<file path="src/rtl/pe_filter_prefetch_if.sv">
// Filter-fetch bundle between the filter buffer, the controller and conv_pe.
// master = the sequencer, slave = its environment.
interface pe_filter_prefetch_if #(
    parameter int W_TIN     = 2,
    parameter int W_CHANNEL = 8,
    parameter int FB_AW     = 12
);
    logic                 i_csync_run;
    logic [W_CHANNEL-1:0] i_q_channel;
    logic                 i_fb_req_possible;
    logic                 i_swap;
    logic                 o_fb_req;
    logic [FB_AW-1:0]     o_fb_addr;
    logic                 o_load_vld;
    logic [W_TIN-1:0]     o_load_idx;
    logic                 o_load_bank;
    logic                 o_active_bank;
    logic                 o_csync_done;
    logic                 o_stall;
    logic                 o_err_swap;

    modport master (
        input  i_csync_run, i_q_channel, i_fb_req_possible, i_swap,
        output o_fb_req, o_fb_addr, o_load_vld, o_load_idx, o_load_bank,
               o_active_bank, o_csync_done, o_stall, o_err_swap
    );

    modport slave (
        output i_csync_run, i_q_channel, i_fb_req_possible, i_swap,
        input  o_fb_req, o_fb_addr, o_load_vld, o_load_idx, o_load_bank,
               o_active_bank, o_csync_done, o_stall, o_err_swap
    );
endinterface

</file>
<file path="src/rtl/pe_filter_prefetch.sv">
// Filter-fetch sequencer: bursts TIN filter words into one of NB_BANK banks,
// prefetching the shadow bank so a filter change is a bank swap.
module pe_filter_prefetch #(
    parameter int TIN       = 4,
    parameter int W_TIN     = 2,
    parameter int W_CHANNEL = 8,
    parameter int FB_AW     = 12,
    parameter int FB_DELAY  = 1,
    parameter int NB_BANK   = 2
) (
    input  logic clk,
    input  logic rstn,
    pe_filter_prefetch_if.master bus
);
    typedef enum logic {IDLE, BURST} state_t;

    state_t                         state_q, state_d;
    logic                           csync_q;
    logic [W_TIN-1:0]               offset_q, offset_d;
    logic [W_CHANNEL-1:0]           fidx_q, fidx_d;
    logic [1:0]                     loaded_q, loaded_d;
    logic [1:0]                     pend_q, pend_d;
    logic                           active_q, active_d;
    logic                           target_q, target_d;
    logic                           err_q, err_d;
    logic [FB_DELAY-1:0]            pv_q, pv_d;
    logic [FB_DELAY-1:0][W_TIN-1:0] pidx_q, pidx_d;
    logic [FB_DELAY-1:0]            pbank_q, pbank_d;

    logic                 csync_start, fb_req, last_word, load_done;
    logic                 tgt_ok, tgt_bank;
    logic [1:0]           free;
    logic [W_CHANNEL-1:0] q_last;

    assign csync_start = bus.i_csync_run & ~csync_q;
    assign fb_req      = (state_q == BURST);
    assign last_word   = (offset_q == W_TIN'(TIN - 1));
    assign load_done   = pv_q[FB_DELAY-1] & (pidx_q[FB_DELAY-1] == W_TIN'(TIN - 1));
    assign q_last      = (bus.i_q_channel == '0) ? '0 : bus.i_q_channel - W_CHANNEL'(1);
    // A bank already being fetched is not a candidate again until it completes.
    assign free        = ~loaded_q & ~pend_q;

    always_comb begin
        tgt_ok   = 1'b0;
        tgt_bank = active_q;
        if (free[active_q]) begin
            tgt_ok = 1'b1;
        end else if (NB_BANK == 2 && free[~active_q]) begin
            tgt_ok   = 1'b1;
            tgt_bank = ~active_q;
        end
    end

    always_comb begin
        state_d  = state_q;
        offset_d = offset_q;
        fidx_d   = fidx_q;
        loaded_d = loaded_q;
        pend_d   = pend_q;
        active_d = active_q;
        target_d = target_q;
        err_d    = err_q;

        // stage p0 -> p(FB_DELAY): request strobe travels with its lane and bank
        pv_d[0]    = fb_req;
        pidx_d[0]  = offset_q;
        pbank_d[0] = target_q;
        for (int i = 1; i < FB_DELAY; i++) begin
            pv_d[i]    = pv_q[i-1];
            pidx_d[i]  = pidx_q[i-1];
            pbank_d[i] = pbank_q[i-1];
        end

        if (load_done) begin
            loaded_d[pbank_q[FB_DELAY-1]] = 1'b1;
            pend_d[pbank_q[FB_DELAY-1]]   = 1'b0;
        end

        // Swap sees this cycle's completing load, so load-then-clear ordering holds.
        if (bus.i_swap) begin
            if (loaded_d[active_q]) begin
                loaded_d[active_q] = 1'b0;
                if (NB_BANK == 2) active_d = ~active_q;
            end else begin
                err_d = 1'b1;
            end
        end

        case (state_q)
            IDLE: begin
                if (tgt_ok && bus.i_fb_req_possible) begin
                    state_d          = BURST;
                    target_d         = tgt_bank;
                    pend_d[tgt_bank] = 1'b1;
                    offset_d         = '0;
                end
            end
            BURST: begin
                offset_d = offset_q + W_TIN'(1);
                if (last_word) begin
                    offset_d = '0;
                    fidx_d   = (fidx_q >= q_last) ? '0 : fidx_q + W_CHANNEL'(1);
                    state_d  = IDLE;
                end
            end
            default: state_d = IDLE;
        endcase

        if (csync_start) begin
            state_d  = IDLE;
            offset_d = '0;
            fidx_d   = '0;
            loaded_d = '0;
            pend_d   = '0;
            active_d = 1'b0;
            target_d = 1'b0;
            pv_d     = '0;
            pidx_d   = '0;
            pbank_d  = '0;
        end
    end

    always_ff @(posedge clk or negedge rstn) begin
        if (!rstn) begin
            state_q  <= IDLE;
            csync_q  <= 1'b0;
            offset_q <= '0;
            fidx_q   <= '0;
            loaded_q <= '0;
            pend_q   <= '0;
            active_q <= 1'b0;
            target_q <= 1'b0;
            err_q    <= 1'b0;
            pv_q     <= '0;
            pidx_q   <= '0;
            pbank_q  <= '0;
        end else begin
            state_q  <= state_d;
            csync_q  <= bus.i_csync_run;
            offset_q <= offset_d;
            fidx_q   <= fidx_d;
            loaded_q <= loaded_d;
            pend_q   <= pend_d;
            active_q <= active_d;
            target_q <= target_d;
            err_q    <= err_d;
            pv_q     <= pv_d;
            pidx_q   <= pidx_d;
            pbank_q  <= pbank_d;
        end
    end

    assign bus.o_fb_req      = fb_req;
    assign bus.o_fb_addr     = FB_AW'(32'(fidx_q) * 32'(TIN) + 32'(offset_q));
    assign bus.o_load_vld    = pv_q[FB_DELAY-1];
    assign bus.o_load_idx    = pidx_q[FB_DELAY-1];
    assign bus.o_load_bank   = pbank_q[FB_DELAY-1];
    assign bus.o_active_bank = active_q;
    assign bus.o_csync_done  = bus.i_csync_run & loaded_q[active_q];
    // Held low while reset is asserted so every output reads 0 in reset.
    assign bus.o_stall       = rstn & ~bus.i_csync_run & ~loaded_q[active_q];
    assign bus.o_err_swap    = err_q;
endmodule

</file>
<file path="src/flat_wrapper.sv">
// flat-port wrapper written by rule: the top's interface ports become plain ports
module pe_filter_prefetch_flat 
#(
    parameter int TIN       = 4,
    parameter int W_TIN     = 2,
    parameter int W_CHANNEL = 8,
    parameter int FB_AW     = 12,
    parameter int FB_DELAY  = 1,
    parameter int NB_BANK   = 2
)
  (clk, rstn, bus_i_csync_run, bus_i_q_channel, bus_i_fb_req_possible, bus_i_swap, bus_o_fb_req, bus_o_fb_addr, bus_o_load_vld, bus_o_load_idx, bus_o_load_bank, bus_o_active_bank, bus_o_csync_done, bus_o_stall, bus_o_err_swap);
  pe_filter_prefetch_if #(.W_TIN(W_TIN), .W_CHANNEL(W_CHANNEL), .FB_AW(FB_AW)) bus_i ();
  input  logic clk;
  input  logic rstn;
  input wire logic [$bits(bus_i.i_csync_run)-1:0] bus_i_csync_run;
  input wire logic [$bits(bus_i.i_q_channel)-1:0] bus_i_q_channel;
  input wire logic [$bits(bus_i.i_fb_req_possible)-1:0] bus_i_fb_req_possible;
  input wire logic [$bits(bus_i.i_swap)-1:0] bus_i_swap;
  output wire logic [$bits(bus_i.o_fb_req)-1:0] bus_o_fb_req;
  output wire logic [$bits(bus_i.o_fb_addr)-1:0] bus_o_fb_addr;
  output wire logic [$bits(bus_i.o_load_vld)-1:0] bus_o_load_vld;
  output wire logic [$bits(bus_i.o_load_idx)-1:0] bus_o_load_idx;
  output wire logic [$bits(bus_i.o_load_bank)-1:0] bus_o_load_bank;
  output wire logic [$bits(bus_i.o_active_bank)-1:0] bus_o_active_bank;
  output wire logic [$bits(bus_i.o_csync_done)-1:0] bus_o_csync_done;
  output wire logic [$bits(bus_i.o_stall)-1:0] bus_o_stall;
  output wire logic [$bits(bus_i.o_err_swap)-1:0] bus_o_err_swap;
  assign bus_i.i_csync_run = bus_i_csync_run;
  assign bus_i.i_q_channel = bus_i_q_channel;
  assign bus_i.i_fb_req_possible = bus_i_fb_req_possible;
  assign bus_i.i_swap = bus_i_swap;
  assign bus_o_fb_req = bus_i.o_fb_req;
  assign bus_o_fb_addr = bus_i.o_fb_addr;
  assign bus_o_load_vld = bus_i.o_load_vld;
  assign bus_o_load_idx = bus_i.o_load_idx;
  assign bus_o_load_bank = bus_i.o_load_bank;
  assign bus_o_active_bank = bus_i.o_active_bank;
  assign bus_o_csync_done = bus_i.o_csync_done;
  assign bus_o_stall = bus_i.o_stall;
  assign bus_o_err_swap = bus_i.o_err_swap;
  pe_filter_prefetch #(.TIN(TIN), .W_TIN(W_TIN), .W_CHANNEL(W_CHANNEL), .FB_AW(FB_AW), .FB_DELAY(FB_DELAY), .NB_BANK(NB_BANK)) u_core (.clk(clk), .rstn(rstn), .bus(bus_i));
endmodule
</file>
<file path="config.mk">
export PLATFORM = sky130hd
export DESIGN_NAME = pe_filter_prefetch_flat
export DESIGN_NICKNAME = d
export VERILOG_FILES = /design/src/rtl/pe_filter_prefetch_if.sv /design/src/rtl/pe_filter_prefetch.sv /design/src/flat_wrapper.sv
export SDC_FILE = /design/constraint.sdc
export NUM_CORES = 1
export LEC_CHECK = 0
export ABC_AREA = 1
export BUFFER_PORTS_ARGS = -buffer_cell sky130_fd_sc_hd__buf_2
export CAP_MARGIN = 20
export CORE_UTILIZATION = 60
export CTS_BUF_LIST = sky130_fd_sc_hd__clkbuf_2
export CTS_CLUSTER_SIZE = 16
export DETAILED_ROUTE_END_ITERATION = 16
export PLACE_DENSITY = 0.85
export SYNTH_ARGS = -nofsm -noshare
export SYNTH_HDL_FRONTEND = slang
export SYNTH_SLANG_ARGS = --single-unit
</file>
<file path="constraint.sdc">
create_clock -name clk -period 2.6 [get_ports clk]
set_input_delay 0.26 -clock clk [delete_from_list [all_inputs] [get_ports clk]]
set_output_delay 0.26 -clock clk [all_outputs]
set_load 0.05 [all_outputs]
</file>
==> summary.md <==
| Metric | Value |
|---|---|
| Most common cell after layout, fill and taps aside | nand2_1 |
| Clock share of power | 0.127 |
| CP Cell Sequence | buf_2 > inv_1 > ha_1 > inv_1 > nor2_1 > nand3_2 > nand3_1 > ha_1 > a21o_1 > nor2_1 > nand3_2 > a21oi_1 |
| Ant diodes | 0 |
| DRC violations left | 0 |
| Seq/Total Area, Yosys | 0.379 |
| I/O Buffers | 31 |
| Hold path cells | 1 |
| Worst EP required | roughly 2900 ps |
| Outcome | completed |
| Worst Path Class, Setup | input port to flop |
| Row count | 17 |
| Worst Hold Endpoint | u_core.csync_q |
| Vias in the first global route | around 1,200 |
| Clk sinks | 23 |
| P_int | approximately 600 uW |
| FF-to-FF End | u_core.fidx_q[7] |
| Ports | 34 |
| Rel. slew slack | 0.657 |
| First-pass GRT wire length | 4910 um |
| Share of post-route cells with drive strength above 1 | 0.193 |
| Placed cell areas | roughly 1700 um2 |
| R2r setup slk | approximately 960 ps |
| Die Y | between 50 and 60 um |
| Core ar. | 2300 um2 |
| Max-cap check violation count | 0 |
| Syn. warnings | 0 |
| CP Launch Type | input port |
| Post-synthesis average cell area | between 7 and 8 um2 |
| CP max stage cell | nor2_1 |
| # nets final | ~270 |
| Finish-stage setup viols | 0 |
| Reg-to-reg startpoint | u_core.fidx_q[3] |
| Post-synth top area share | 0.379 |
| Final Power | about 1.2 mW |
| Post-DP HPWL | between 2000 and 2500 um |
| Longest Clk Path Bufs | 2 |
| Worst Tran Pin Value | approximately 510 ps |
| Worst-Skew Late Latency | between 300 and 400 ps |
| Hold/Removal Path Class | input port to flop |
| Arr. time, crit path | between 2000 and 2500 ps |
| Root Buffer | clkbuf_2 |
| Final min period | 2010 ps |
| Initial antenna violation count | 0 |
| TritonCTS clock tree | done |
| Post-route ant nets | 0 |
| CTS clk-pin slew, worst paths | approximately 190 ps |
| Final instance area | 1720 um2 |
| Switching share of power | 0.477 |
| RSZ-0062 raised after global routing | no |
| Area leader, netlist | dfrtp_1 |
| Power per Cell Area | between 600 and 700 nW/um2 |
| Final wirelength | around 3000 um |
| Via density | 5.07 |
| P&R area growth vs syn | 13.2% |
| Most frequent cells in the layout | nand2_1, inv_1, buf_2 |
| Final GP Congestion | just over 0.8 |
| Num CTS Buffers | 3 |
| Largest net degree at the start of global routing | 25 |
| Critical path peak fanout | 6 |
| Slowest stage delay, CP | between 200 and 300 ps |
| Detailed-router iteration count before antenna repair | 4 |
| DIE AREA | around 2700 um2 |
| Lkg Pwr | 0.995 nW |
| Ranking of synthesized cells by area | dfrtp_1, nand2_1, ha_1, inv_1, nor2_1 |
| GRT Total Usage | 0.240 |
| Yosys cell types | 25 |
| Switching pwr | about 550 uW |
| Period Utilization, post-route | 0.774 |
| H-tree depth | 1 |
| Post-Syn Area | 1520 um2 |
| Final Max Slew Viols | 0 |
| Starting density of the core | 0.661 |
| Max VDD drop | between 0.0009 and 0.001 V |
| Cells after synthesis | about 210 |
| Seq cells post-synth | 23 |
| Detailed Route Iter0 Violations | 26 |
| Crit. End Element | flop |
| Comb pwr share | 0.453 |
| Die extent in x | around 52 um |
| Top achievable clock speed | 497 MHz |
| # resized after CTS | 0 |
| Layout Skew | about 30 ps |
| Avg WL per Cell | around 11 um |
| Grt ovf | 0 |
| Hold Violations, Final | 0 |
| Flop pwr share | 0.420 |
| R2R depth | 8 |
| Setup TNS Final | 0 ps |
| Vias | roughly 1,400 |
| HP Start | bus_i_csync_run |
[synthesized netlist by cell type, drive strengths merged]
cell and instances:
a211oi 1, a21o 2, a21oi 12, a31oi 1, buf 3, conb 1, dfrtp 23, ha 11
inv 37, nand2 49, nand3 18, nand4 2, nor2 28, nor3 2, nor4 1, o21ai 11
or2 3, xor2 4
[power by group through the flow]
stage	clock [mW]	combinational, mW	sequential (mW)
floorplan	0	0.229	0.667
detailed placement	0	0.522	0.492
finish	0.146	0.522	0.485
global placement	0	0.515	0.490
CTS	0.150	0.524	0.485
global route	0.165	0.571	0.495
[cell families (layout without fill, tap and decap cells)]
| logic type | Yosys count | count (layout) | share of synthesized area |
|---|---|---|---|
| XOR/XNOR | 4 | 4 | 0.0231 |
| AO/OA/AOI/OAI | 27 | 27 | 0.0972 |
| buffers and inverters | 40 | 73 | 0.109 |
| AND/OR/NAND/NOR | 103 | 103 | 0.299 |
| adder cells (fa/ha/maj) | 11 | 11 | 0.0906 |
| flip-flops | 23 | 23 | 0.379 |
| other | 1 | 2 | 0.00247 |
[sequential cells by signal, summed over array words and instances (netlist names)]
name	count
u_core.loaded_q	2
u_core.pend_q	2
u_core.bus.o_load_bank	1
u_core.target_q	1
u_core.offset_q	2
u_core.bus.o_active_bank	1
u_core.bus.o_err_swap	1
u_core.bus.o_fb_req	1
u_core.bus.o_load_idx	2
u_core.fidx_q	8
u_core.csync_q	1
u_core.bus.o_load_vld	1
[metrics by stage]
stage / worst slack, ps / instances / util / hold WS (ps)
5_1_grt: 421 / 271 / 0.748 / 22.3
6_report: 587 / 271 / 0.748 / 62.6
4_1_cts: 604 / 271 / 0.748 / 46.1
3_5_place_dp: 309 / 266 / 0.734 / 251
3_3_place_gp: 391 / 266 / 0.734 / 257
2_1_floorplan: 704 / 210 / - / -35.6
[how the worst max path moves through the flow]
stage,endpoint,startpoint,slack [ps]
3_3_place_gp,u_core.fidx_q[5],bus_i_q_channel[0],390
5_1_grt,u_core.fidx_q[7],bus_i_q_channel[0],420
4_1_cts,bus_o_stall,rstn,600
3_5_place_dp,u_core.fidx_q[2],bus_i_q_channel[0],310
6_report,u_core.fidx_q[7],bus_i_q_channel[0],590
2_1_floorplan,u_core.fidx_q[3],bus_i_q_channel[0],700
[final cells by class]
class                           instances  area (um2)
Clock buffer                            3        15.0
Clock inverter                          1        7.51
Fill cell                             211         578
Inverter                               37         139
Multi-Input combinational cell        147         782
Sequential cell                        23         576
Tap cell                               28        35.0
Timing Repair Buffer                   32         165
[per-layer routing]
metal,wire [um],track usage,share of wire
met1,1550,0.362,0.52
met2,1270,0.363,0.42
met3,151,0.0522,0.051
met4,16,0.0263,0.0054
met5,0,0,0
[worst max-delay path, delay by kind of cell]
| kind | cells | cell delay [ps] |
|---|---|---|
| and+or+nand+nor | 5 | 1010 |
| buffers and inverters | 3 | 230 |
| adders and majority gates | 2 | 440 |
| AOI/OAI and AO/OA | 2 | 350 |
[repair_timing]
action / in CTS / in global routing
hold buffers: 1 / 0
endpoints found under the hold margin: 23 / 0
setup buffers: 0 / 0
(Power assumes the default switching activity.)
